`config.mk`:
```
export PLATFORM = sky130hd
export DESIGN_NAME = alu_seq_ctrl
export DESIGN_NICKNAME = d
export VERILOG_FILES = /design/src/rtl/alu_seq_defs.sv /design/src/rtl/reg_sel_decode.sv /design/src/rtl/alu_seq_ctrl.sv
export SDC_FILE = /design/constraint.sdc
export NUM_CORES = 1
export LEC_CHECK = 0
export ABC_AREA = 1
export BUFFER_PORTS_ARGS = -buffer_cell sky130_fd_sc_hd__buf_2
export CORE_ASPECT_RATIO = 0.7
export CORE_MARGIN = 4
export CORE_UTILIZATION = 36
export CTS_BUF_LIST = sky130_fd_sc_hd__clkbuf_8
export CTS_CLUSTER_DIAMETER = 50
export DETAILED_ROUTE_END_ITERATION = 10
export PLACE_DENSITY = 0.82
export SYNTH_ARGS = -nofsm -noshare
export SYNTH_HDL_FRONTEND = slang
export SYNTH_SLANG_ARGS = --single-unit
```
`constraint.sdc`:
```
create_clock -name Clock -period 2.2 [get_ports Clock]
set_input_delay 0.66 -clock Clock [delete_from_list [all_inputs] [get_ports Clock]]
set_output_delay 0.66 -clock Clock [all_outputs]
set_load 0.01 [all_outputs]
```
`src/rtl/alu_seq_defs.sv`:
```
// Shared definitions for the ALU instruction sequencer: state encoding,
// opcode values, AluOp bit positions and opcode classification helpers.
package alu_seq_defs;

  typedef enum logic [3:0] {
    ST_IDLE = 4'd0,
    ST_T0,
    ST_T1,
    ST_T2,
    ST_T3,
    ST_T4,
    ST_T5,
    ST_T6,
    ST_DONE
  } state_t;

  // Execution shape of an instruction once IR is valid
  typedef enum logic [1:0] {
    CL_BINARY,
    CL_MULDIV,
    CL_UNARY,
    CL_ILLEGAL
  } op_class_t;

  localparam logic [4:0] OP_ADD  = 5'b00011;
  localparam logic [4:0] OP_SUB  = 5'b00100;
  localparam logic [4:0] OP_AND  = 5'b00101;
  localparam logic [4:0] OP_OR   = 5'b00110;
  localparam logic [4:0] OP_ROR  = 5'b00111;
  localparam logic [4:0] OP_ROL  = 5'b01000;
  localparam logic [4:0] OP_SHR  = 5'b01001;
  localparam logic [4:0] OP_SHRA = 5'b01010;
  localparam logic [4:0] OP_SHL  = 5'b01011;
  localparam logic [4:0] OP_MUL  = 5'b01111;
  localparam logic [4:0] OP_DIV  = 5'b10000;
  localparam logic [4:0] OP_NEG  = 5'b10001;
  localparam logic [4:0] OP_NOT  = 5'b10010;

  localparam int ALU_W = 13;

  // AluOp bit positions, ADD is the MSB
  localparam int AB_ADD  = 12;
  localparam int AB_SUB  = 11;
  localparam int AB_SHR  = 10;
  localparam int AB_SHRA = 9;
  localparam int AB_SHL  = 8;
  localparam int AB_ROR  = 7;
  localparam int AB_ROL  = 6;
  localparam int AB_AND  = 5;
  localparam int AB_OR   = 4;
  localparam int AB_MUL  = 3;
  localparam int AB_DIV  = 2;
  localparam int AB_NEG  = 1;
  localparam int AB_NOT  = 0;

  function automatic op_class_t op_class(input logic [4:0] op);
    op_class_t cls;
    case (op)
      OP_ADD, OP_SUB, OP_AND, OP_OR, OP_ROR,
      OP_ROL, OP_SHR, OP_SHRA, OP_SHL: cls = CL_BINARY;
      OP_MUL, OP_DIV:                  cls = CL_MULDIV;
      OP_NEG, OP_NOT:                  cls = CL_UNARY;
      default:                         cls = CL_ILLEGAL;
    endcase
    return cls;
  endfunction

  function automatic logic [ALU_W-1:0] alu_sel(input logic [4:0] op);
    logic [ALU_W-1:0] sel;
    sel = '0;
    case (op)
      OP_ADD:  sel[AB_ADD]  = 1'b1;
      OP_SUB:  sel[AB_SUB]  = 1'b1;
      OP_AND:  sel[AB_AND]  = 1'b1;
      OP_OR:   sel[AB_OR]   = 1'b1;
      OP_ROR:  sel[AB_ROR]  = 1'b1;
      OP_ROL:  sel[AB_ROL]  = 1'b1;
      OP_SHR:  sel[AB_SHR]  = 1'b1;
      OP_SHRA: sel[AB_SHRA] = 1'b1;
      OP_SHL:  sel[AB_SHL]  = 1'b1;
      OP_MUL:  sel[AB_MUL]  = 1'b1;
      OP_DIV:  sel[AB_DIV]  = 1'b1;
      OP_NEG:  sel[AB_NEG]  = 1'b1;
      OP_NOT:  sel[AB_NOT]  = 1'b1;
      default: sel = '0;
    endcase
    return sel;
  endfunction

endpackage

```
`src/rtl/reg_sel_decode.sv`:
```
// 4-bit register number to 16-bit one-hot select, all zero when disabled.
module reg_sel_decode (
  input  logic [3:0]  field,
  input  logic        en,
  output logic [15:0] onehot
);

  // One-hot expansion gated by the enable
  always_comb begin
    onehot = '0;
    if (en) onehot[field] = 1'b1;
  end

endmodule

```
`src/rtl/alu_seq_ctrl.sv`:
```
// Control sequencer for one ALU instruction: fetch (T0-T2), operand/execute
// steps (T3-T6) chosen by opcode class, then a one-cycle DONE.
// Strobes are decoded from the registered state and the current IR.
module alu_seq_ctrl
  import alu_seq_defs::*;
(
  input  logic        Clock,
  input  logic        Clear,
  input  logic        Start,
  input  logic [31:0] IR,
  output logic        PCout,
  output logic        MARin,
  output logic        IncPC,
  output logic        Zin,
  output logic        Zlowout,
  output logic        Zhighout,
  output logic        PCin,
  output logic        Read,
  output logic        MDRin,
  output logic        MDRout,
  output logic        IRin,
  output logic        Yin,
  output logic        HIin,
  output logic        LOin,
  output logic [15:0] Rout,
  output logic [15:0] Rin,
  output logic [12:0] AluOp,
  output logic        Busy,
  output logic        Done,
  output logic        Illegal
);

  state_t    state_q, state_d;
  logic      illegal_q, illegal_d;

  logic [4:0] opcode;
  logic [3:0] ra, rb, rc;
  op_class_t  cls;

  logic       rout_en, rin_en;
  logic [3:0] rout_field;

  // Only the upper IR fields steer the sequencer
  logic       unused_ir;

  assign opcode    = IR[31:27];
  assign ra        = IR[26:23];
  assign rb        = IR[22:19];
  assign rc        = IR[18:15];
  assign unused_ir = ^IR[14:0];
  assign cls       = op_class(opcode);

  // Next-state and illegal-latch logic
  always_comb begin
    state_d   = state_q;
    illegal_d = illegal_q;
    case (state_q)
      ST_IDLE: begin
        if (Start) begin
          state_d   = ST_T0;
          illegal_d = 1'b0;
        end
      end
      ST_T0: state_d = ST_T1;
      ST_T1: state_d = ST_T2;
      ST_T2: state_d = ST_T3;
      ST_T3: begin
        if (cls == CL_ILLEGAL) begin
          illegal_d = 1'b1;
          state_d   = ST_DONE;
        end else begin
          state_d   = ST_T4;
        end
      end
      ST_T4: state_d = (cls == CL_UNARY) ? ST_DONE : ST_T5;
      ST_T5: state_d = (cls == CL_MULDIV) ? ST_T6 : ST_DONE;
      ST_T6: state_d = ST_DONE;
      ST_DONE: state_d = ST_IDLE;
      default: state_d = ST_IDLE;
    endcase
  end

  // State and illegal latch registers; Clear wins over everything
  always_ff @(posedge Clock) begin
    if (Clear) begin
      state_q   <= ST_IDLE;
      illegal_q <= 1'b0;
    end else begin
      state_q   <= state_d;
      illegal_q <= illegal_d;
    end
  end

  // Moore strobe decode; the register fields are routed through reg_sel_decode
  always_comb begin
    PCout      = 1'b0;
    MARin      = 1'b0;
    IncPC      = 1'b0;
    Zin        = 1'b0;
    Zlowout    = 1'b0;
    Zhighout   = 1'b0;
    PCin       = 1'b0;
    Read       = 1'b0;
    MDRin      = 1'b0;
    MDRout     = 1'b0;
    IRin       = 1'b0;
    Yin        = 1'b0;
    HIin       = 1'b0;
    LOin       = 1'b0;
    AluOp      = '0;
    Done       = 1'b0;
    Illegal    = 1'b0;
    rout_en    = 1'b0;
    rin_en     = 1'b0;
    rout_field = rb;
    case (state_q)
      ST_T0: begin
        PCout = 1'b1;
        MARin = 1'b1;
        IncPC = 1'b1;
        Zin   = 1'b1;
      end
      ST_T1: begin
        Zlowout = 1'b1;
        PCin    = 1'b1;
        Read    = 1'b1;
        MDRin   = 1'b1;
      end
      ST_T2: begin
        MDRout = 1'b1;
        IRin   = 1'b1;
      end
      ST_T3: begin
        if (cls == CL_BINARY || cls == CL_MULDIV) begin
          rout_en = 1'b1;
          Yin     = 1'b1;
        end else if (cls == CL_UNARY) begin
          rout_en = 1'b1;
          AluOp   = alu_sel(opcode);
          Zin     = 1'b1;
        end
      end
      ST_T4: begin
        if (cls == CL_BINARY || cls == CL_MULDIV) begin
          rout_en    = 1'b1;
          rout_field = rc;
          AluOp      = alu_sel(opcode);
          Zin        = 1'b1;
        end else if (cls == CL_UNARY) begin
          Zlowout = 1'b1;
          rin_en  = 1'b1;
        end
      end
      ST_T5: begin
        Zlowout = 1'b1;
        if (cls == CL_MULDIV) LOin = 1'b1;
        else                  rin_en = 1'b1;
      end
      ST_T6: begin
        Zhighout = 1'b1;
        HIin     = 1'b1;
      end
      ST_DONE: begin
        Done    = 1'b1;
        Illegal = illegal_q;
      end
      default: ;
    endcase
  end

  assign Busy = (state_q != ST_IDLE);

  reg_sel_decode u_rout_dec (
    .field  (rout_field),
    .en     (rout_en),
    .onehot (Rout)
  );

  reg_sel_decode u_rin_dec (
    .field  (ra),
    .en     (rin_en),
    .onehot (Rin)
  );

endmodule

```
; ---- After elaboration in Yosys (flattened, before gate mapping)
; Memories as Yosys holds them, arrays and structs flattened.
; Index checks and enable logic that the tools add are counted.
; W data, S select, Z words.
[word_totals]
mem_bits_ro = 64
out_inout_bits = 62
latch_bits = 0
word_cells = 93
memories = 1
input_bits = 35
mem_bits_rw = 0
register_bits = 5
[mem_list]
columns = memory, words, width, rd, rd_clocked_by_memory_dff, wr, line_no
row1 = (no name shown), 32, 2, 1, 0, 0, alu_seq_defs.sv:58  ; case (op)
[op_classes]
add_sub_neg = 0
multipliers = 0
div = 0
n_mux = 51
n_reduce_logical = 9
shift = 0
eq_ne = 26
magnitude_cmp = 4
n_bitwise = 0
[ops]
columns = cell, count
row1 = $mux W13, 3
row2 = $mux W16, 2
row3 = $pmux W4 S8, 1
row4 = $mux W1, 31
row5 = $pmux W13 S2, 1
row6 = $eq A5 B4 Y1 const B, 5
row7 = $mux W4, 6
row8 = $eq A5 B3 Y1 const B, 4
row9 = $eq A4 B3 Y1 const B, 4
row10 = $eq A5 B5 Y1 const B, 3
row11 = $lt A4 B5 Y1 const B, 2
row12 = $demux W1 S4, 2
row13 = $eq A4 B2 Y1 const B, 2
row14 = $ge A4 B1 Y1 const B, 2
row15 = $pmux W1 S2, 4
row16 = $eq A5 B2 Y1 const B, 1
row17 = $eq A2 B2 Y1 const B, 2
row18 = $eq A4 B1 Y1 const B, 1
row19 = $eq A4 B4 Y1 const B, 1
row20 = $logic_not A4 Y1, 1
row21 = $ne A2 B2 Y1 const B, 2
row22 = $reduce_bool A4 Y1, 1
row23 = $pmux W1 S3, 1
row24 = $reduce_and A3 Y1, 1
row25 = other kinds (6), 7

; ---- Depth between registers and ports, before layout
; An unclocked memory read counts as a cell.
[logic_depth]
depth_word = 10
depth_mapped = 11
ltp_nobuf = 11

; ---- Cells and area by module
; Synthesis repeated with hierarchy kept, for this count alone.
[unflattened]
cells_unflattened = 207
hier_area_um2 = 1071.0
[by_module_without_submodules]
columns = mod, n_inst, seq_area_each_um2, area_per_inst_um2, cells_each
row1 = alu_seq_ctrl, 1, 100.1, 814.5, 142
row2 = reg_sel_decode (u_rout_dec), 1, 0.0, 130.1, 33
row3 = reg_sel_decode (u_rin_dec), 1, 0.0, 126.4, 32

; ---- Worst setup path after synthesis
; Ideal clock, no wire load.
[synth_path]
path_kind = input to output
start = in IR[27]
end = out Rin[0]
t_required_ns = 1.540
stages = 10
arrival_time_ns = 1.738
setup_slack_ns = -0.198
n_path_buf = 0
path_cell_list = inv_1 > ha_1 > nand3_1 > nand2_2 > inv_1 > nor2_1 > nand2_1 > nand2_4 > nand2_2 > nor2_1
[synth_via]
elab_chain_cells = 6
elab_cells_between_ends = 10
cone_classes = eq/ne: 2 / mux: 5 / reduce/logical: 2 / memory: 1
[synth_lines]
columns = element, line_no
row1 = "start, declared", alu_seq_ctrl.sv:10  ; input logic [31:0] IR,
row2 = $mem_v2 Z32 W2 *, --
row3 = "$eq A2 B2 Y1, or another cell as far along", alu_seq_ctrl.sv:149  ; end else if (cls == CL_UNARY) begin
row4 = $mux W1 / $logic_or A1 B1 Y1 (equally long branches), "alu_seq_ctrl.sv:149, alu_seq_ctrl.sv:144"
row5 = $mux W1, alu_seq_ctrl.sv:144  ; if (cls == CL_BINARY || cls == CL_MULDIV) begin
row6 = $pmux W1 S2 *, alu_seq_ctrl.sv:116  ; case (state_q)
row7 = $mux W16 *, reg_sel_decode.sv:11  ; if (en) onehot[field] = 1'b1;
row8 = "end, declared", alu_seq_ctrl.sv:26  ; output logic [15:0] Rin,
; Mark *: on every way between the ends. The rest lies on a longest branch, timed or not.

; ---- Worst setup path in the final report
[layout_path]
start = in IR[29]
end = out Rout[9]
[layout_via]
elab_chain_cells = 10
elab_cells_between_ends = 17
cone_classes = order compare: 2 / eq/ne: 2 / mux: 9 / reduce/logical: 3 / memory: 1
[layout_lines]
columns = element, line_no
row1 = $mem_v2 Z32 W2 *, --
row2 = $eq A2 B1 Y1 / $logic_not A2 Y1 (equally long branches), "alu_seq_ctrl.sv:134, alu_seq_ctrl.sv:144"
row3 = $logic_or A1 B1 Y1, "alu_seq_ctrl.sv:134, alu_seq_ctrl.sv:144"
row4 = $mux W4, alu_seq_ctrl.sv:144
row5 = $mux W4, alu_seq_ctrl.sv:116
row6 = $lt A4 B5 Y1 (not written as such) / $ge A4 B1 Y1 (equally long branches), reg_sel_decode.sv:11
row7 = $logic_and A1 B1 Y1 (not written as such), reg_sel_decode.sv:11
row8 = $mux W1 (not written as such), reg_sel_decode.sv:11
row9 = $demux W1 S4, --
row10 = $mux W16 *, reg_sel_decode.sv:11
row11 = "end, declared", alu_seq_ctrl.sv:25  ; output logic [15:0] Rout,
; Marks and branches as above.

==> metrics.txt <==
DR vias 2251; Final ANT Viol Nets 0; number of synthesized flops with an enable pin 0; Tcrit/Tclk final 1.26; post-place setup slack -560 ps; average size of a mapped cell approximately 5.2 um2; vias per cell a little over 6; Worst Path Required 1540 ps; Syn-to-layout area delta 148%; Detailed Route WL 9060 um; cell types occupying the most area after synthesis nor2_1, nand2_1, inv_1; DP Wirelength around 3400 um; vias in the first global route between 1500 and 2000; min Tclk post-route 2780 ps; row cnt 16; final setup margin -579 ps; DRT Pass-1 Iters 5; Final Non-Filler Cells 370; Critical Path Sink Type primary output; Layout Nets between 300 and 400; Mapped Cells 218; Synthesized Nets between 200 and 300; final hold slack just under 500 ps; Clock transition at path regs approximately 40 ps; Syn. warnings 0; critical path's largest stage delay around 160 ps; post-layout util 0.968; critical path class in -> out; first-pass GRT wire length approximately 9500 um; IO Pins 97; Die Area 0.00412 mm2; critical-path maximum fanout 8; terminus of the critical flop-to-flop path state_q[3]; Crit path max-delay family simple AND/OR/NAND/NOR gates; synthesized area between 0.001 and 0.0015 mm2; Reg-to-Reg Start state_q[1]; IO buf count just over 80; leakage power approximately 1.4 nW; Final Skew 3.36 ps; Slew HR 0.675; initial antenna violation count 0; RSZ-0062 raised after global routing yes; crit path max-delay cell type nor2_1; Max Cap Violations 0; most common cell in the netlist nor2_1; chip width between 70 and 80 um; core area approximately 0.0029 mm2; pin count of the biggest net entering global routing 9; Initial Util 0.390; Clk Latency, worst-skew pair 230 ps; global route overflow 0; Levels on crit path 13; CP Cell Sequence buf_6, nor2_4, nand2_2, inv_4, nand2_8, nand2_8, nand2_8, nand2_4, nand2_8, inv_8, nand2_8, nor2_1, buf_2; biggest area consumer among synthesized cells nor2_1; data arrival time of the worst path 2120 ps; buffers plus inverters on the worst setup path 4; CTS Hold Bufs 0; CP dominant cell by count nand2_8; failing checks negative setup slack; GR Util All Layers 0.306; Hold Crit Class reg -> reg; Worst Reg-to-Reg Cells 9; Critical Path Start IR[29]; H-tree depth 1; startpoint types input pin; CTS tree done; final setup violation count 49; fill cell total of the finished layout 54; top cells by count, synth nor2_1, nand2_1, inv_1; Iter 0 DRT Violations 254; Yosys top cell area share 0.212; Peak VDD IR 421 uV; Worst Setup EP Rout[9]; Clk Tree Root Cell clkbuf_8; sequential fraction of the synthesis area 0.0885; DRC 0; asr flop ratio synth 0; result of the run finished with violations; FF+latch count, synth 5; gpl congestion 0.851; clk sinks 5; worst slew pin tran ~490 ps; wire per inst around 24 um; R2R setup slack approximately 480 ps; f_max about 0.36 GHz; Die Ht ~55 um; post-synth cell types 23; layout cells sized above 1 0.698; Final Power around 0.78 mW; Max Slew Vio Count 0; diodes inserted 0; ys flop type dfxtp_1; Fin. Hold Viols 0; CTS buffer count 3; clk buf depth 2; placed cells ~350; Power Density about 280 mW/mm2
[layout make-up]
class / count / area [um2] / area share
Clock buffer: 3 / 41.3 / 0.0147
Tap cell: 36 / 45.0 / 0.0160
Sequential cell: 5 / 100 / 0.0356
Clock inverter: 1 / 3.75 / 0.00134
Multi-Input combinational cell: 164 / 1490 / 0.532
Inverter: 43 / 214 / 0.0762
Timing Repair Buffer: 118 / 911 / 0.324
[through the flow]
stage          setup TNS (ps)  instance area (um2)
6_report               -23530                 2810
5_1_grt                -25560                 2810
4_1_cts                -17090                 2520
3_5_place_dp           -23350                 2000
3_3_place_gp           -21810                 2000
2_1_floorplan           -3970                 1410
[flip-flops by register name, indices dropped and copies added, names as in the netlist]
name / flops
state_q: 4
illegal_q: 1
[worst min-delay path, stage by stage, from the launching register on]
cell	delay, ps
dfxtp_1	290
inv_1	80
a21oi_1	70
[kinds of logic (layout without fill, tap and decap cells)]
kind of cell	count (synthesis)	after routing	synth area share
compound gates	6	6	0.0321
simple gates	152	153	0.627
fa+ha+maj	5	5	0.0553
buf+inv	50	165	0.197
flops	5	5	0.0885
[what timing repair did]
| action | CTS | global route |
|---|---|---|
| buffers inserted | 6 | 7 |
| gates resized for setup | 90 | 55 |
| endpoints found under the hold margin | 0 | 0 |
| pin swaps | 17 | 32 |
| endpoints found under the setup margin | 49 | 49 |
| cloned | 1 | 0 |
[layout by cell type (no fill, tap or decap), types with 2 or more instances in the layout]
cell type	count
nand2_8	12
nor2_4	26
ha_4	2
nand3b_1	2
nand2_1	24
nor2_2	16
ha_1	3
nor3_1	3
nand3_1	4
inv_2	3
inv_4	4
nand2_2	7
nand4_1	2
inv_1	32
nand3_2	4
buf_8	2
nand3_4	8
buf_6	34
buf_4	29
clkbuf_8	3
buf_2	52
nand2_4	19
nor2_1	23
dfxtp_1	5
[how the worst min path moves through the flow]
| stage | slack, ps | endpoint | startpoint | cells after the start |
|---|---|---|---|---|
| floorplan | 430 | illegal_q | illegal_q | 2 |
| CTS | 450 | illegal_q | illegal_q | 2 |
| global placement | 450 | illegal_q | illegal_q | 2 |
| detailed placement | 450 | illegal_q | illegal_q | 2 |
| global route | 510 | illegal_q | illegal_q | 2 |
| finish | 490 | illegal_q | illegal_q | 2 |
[where the power goes]
part / internal (mW) / total, mW / switching [mW]
combinational: 0.176 / 0.498 / 0.321
sequential: 0.102 / 0.111 / 0.00899
clock: 0.120 / 0.174 / 0.0532
[layer usage]
layer	global-route usage	part of all wire
met5	0	0
met4	0.201	0.077
met3	0.0668	0.12
met2	0.546	0.47
met1	0.332	0.33
Power figures use the tool's default switching activity.
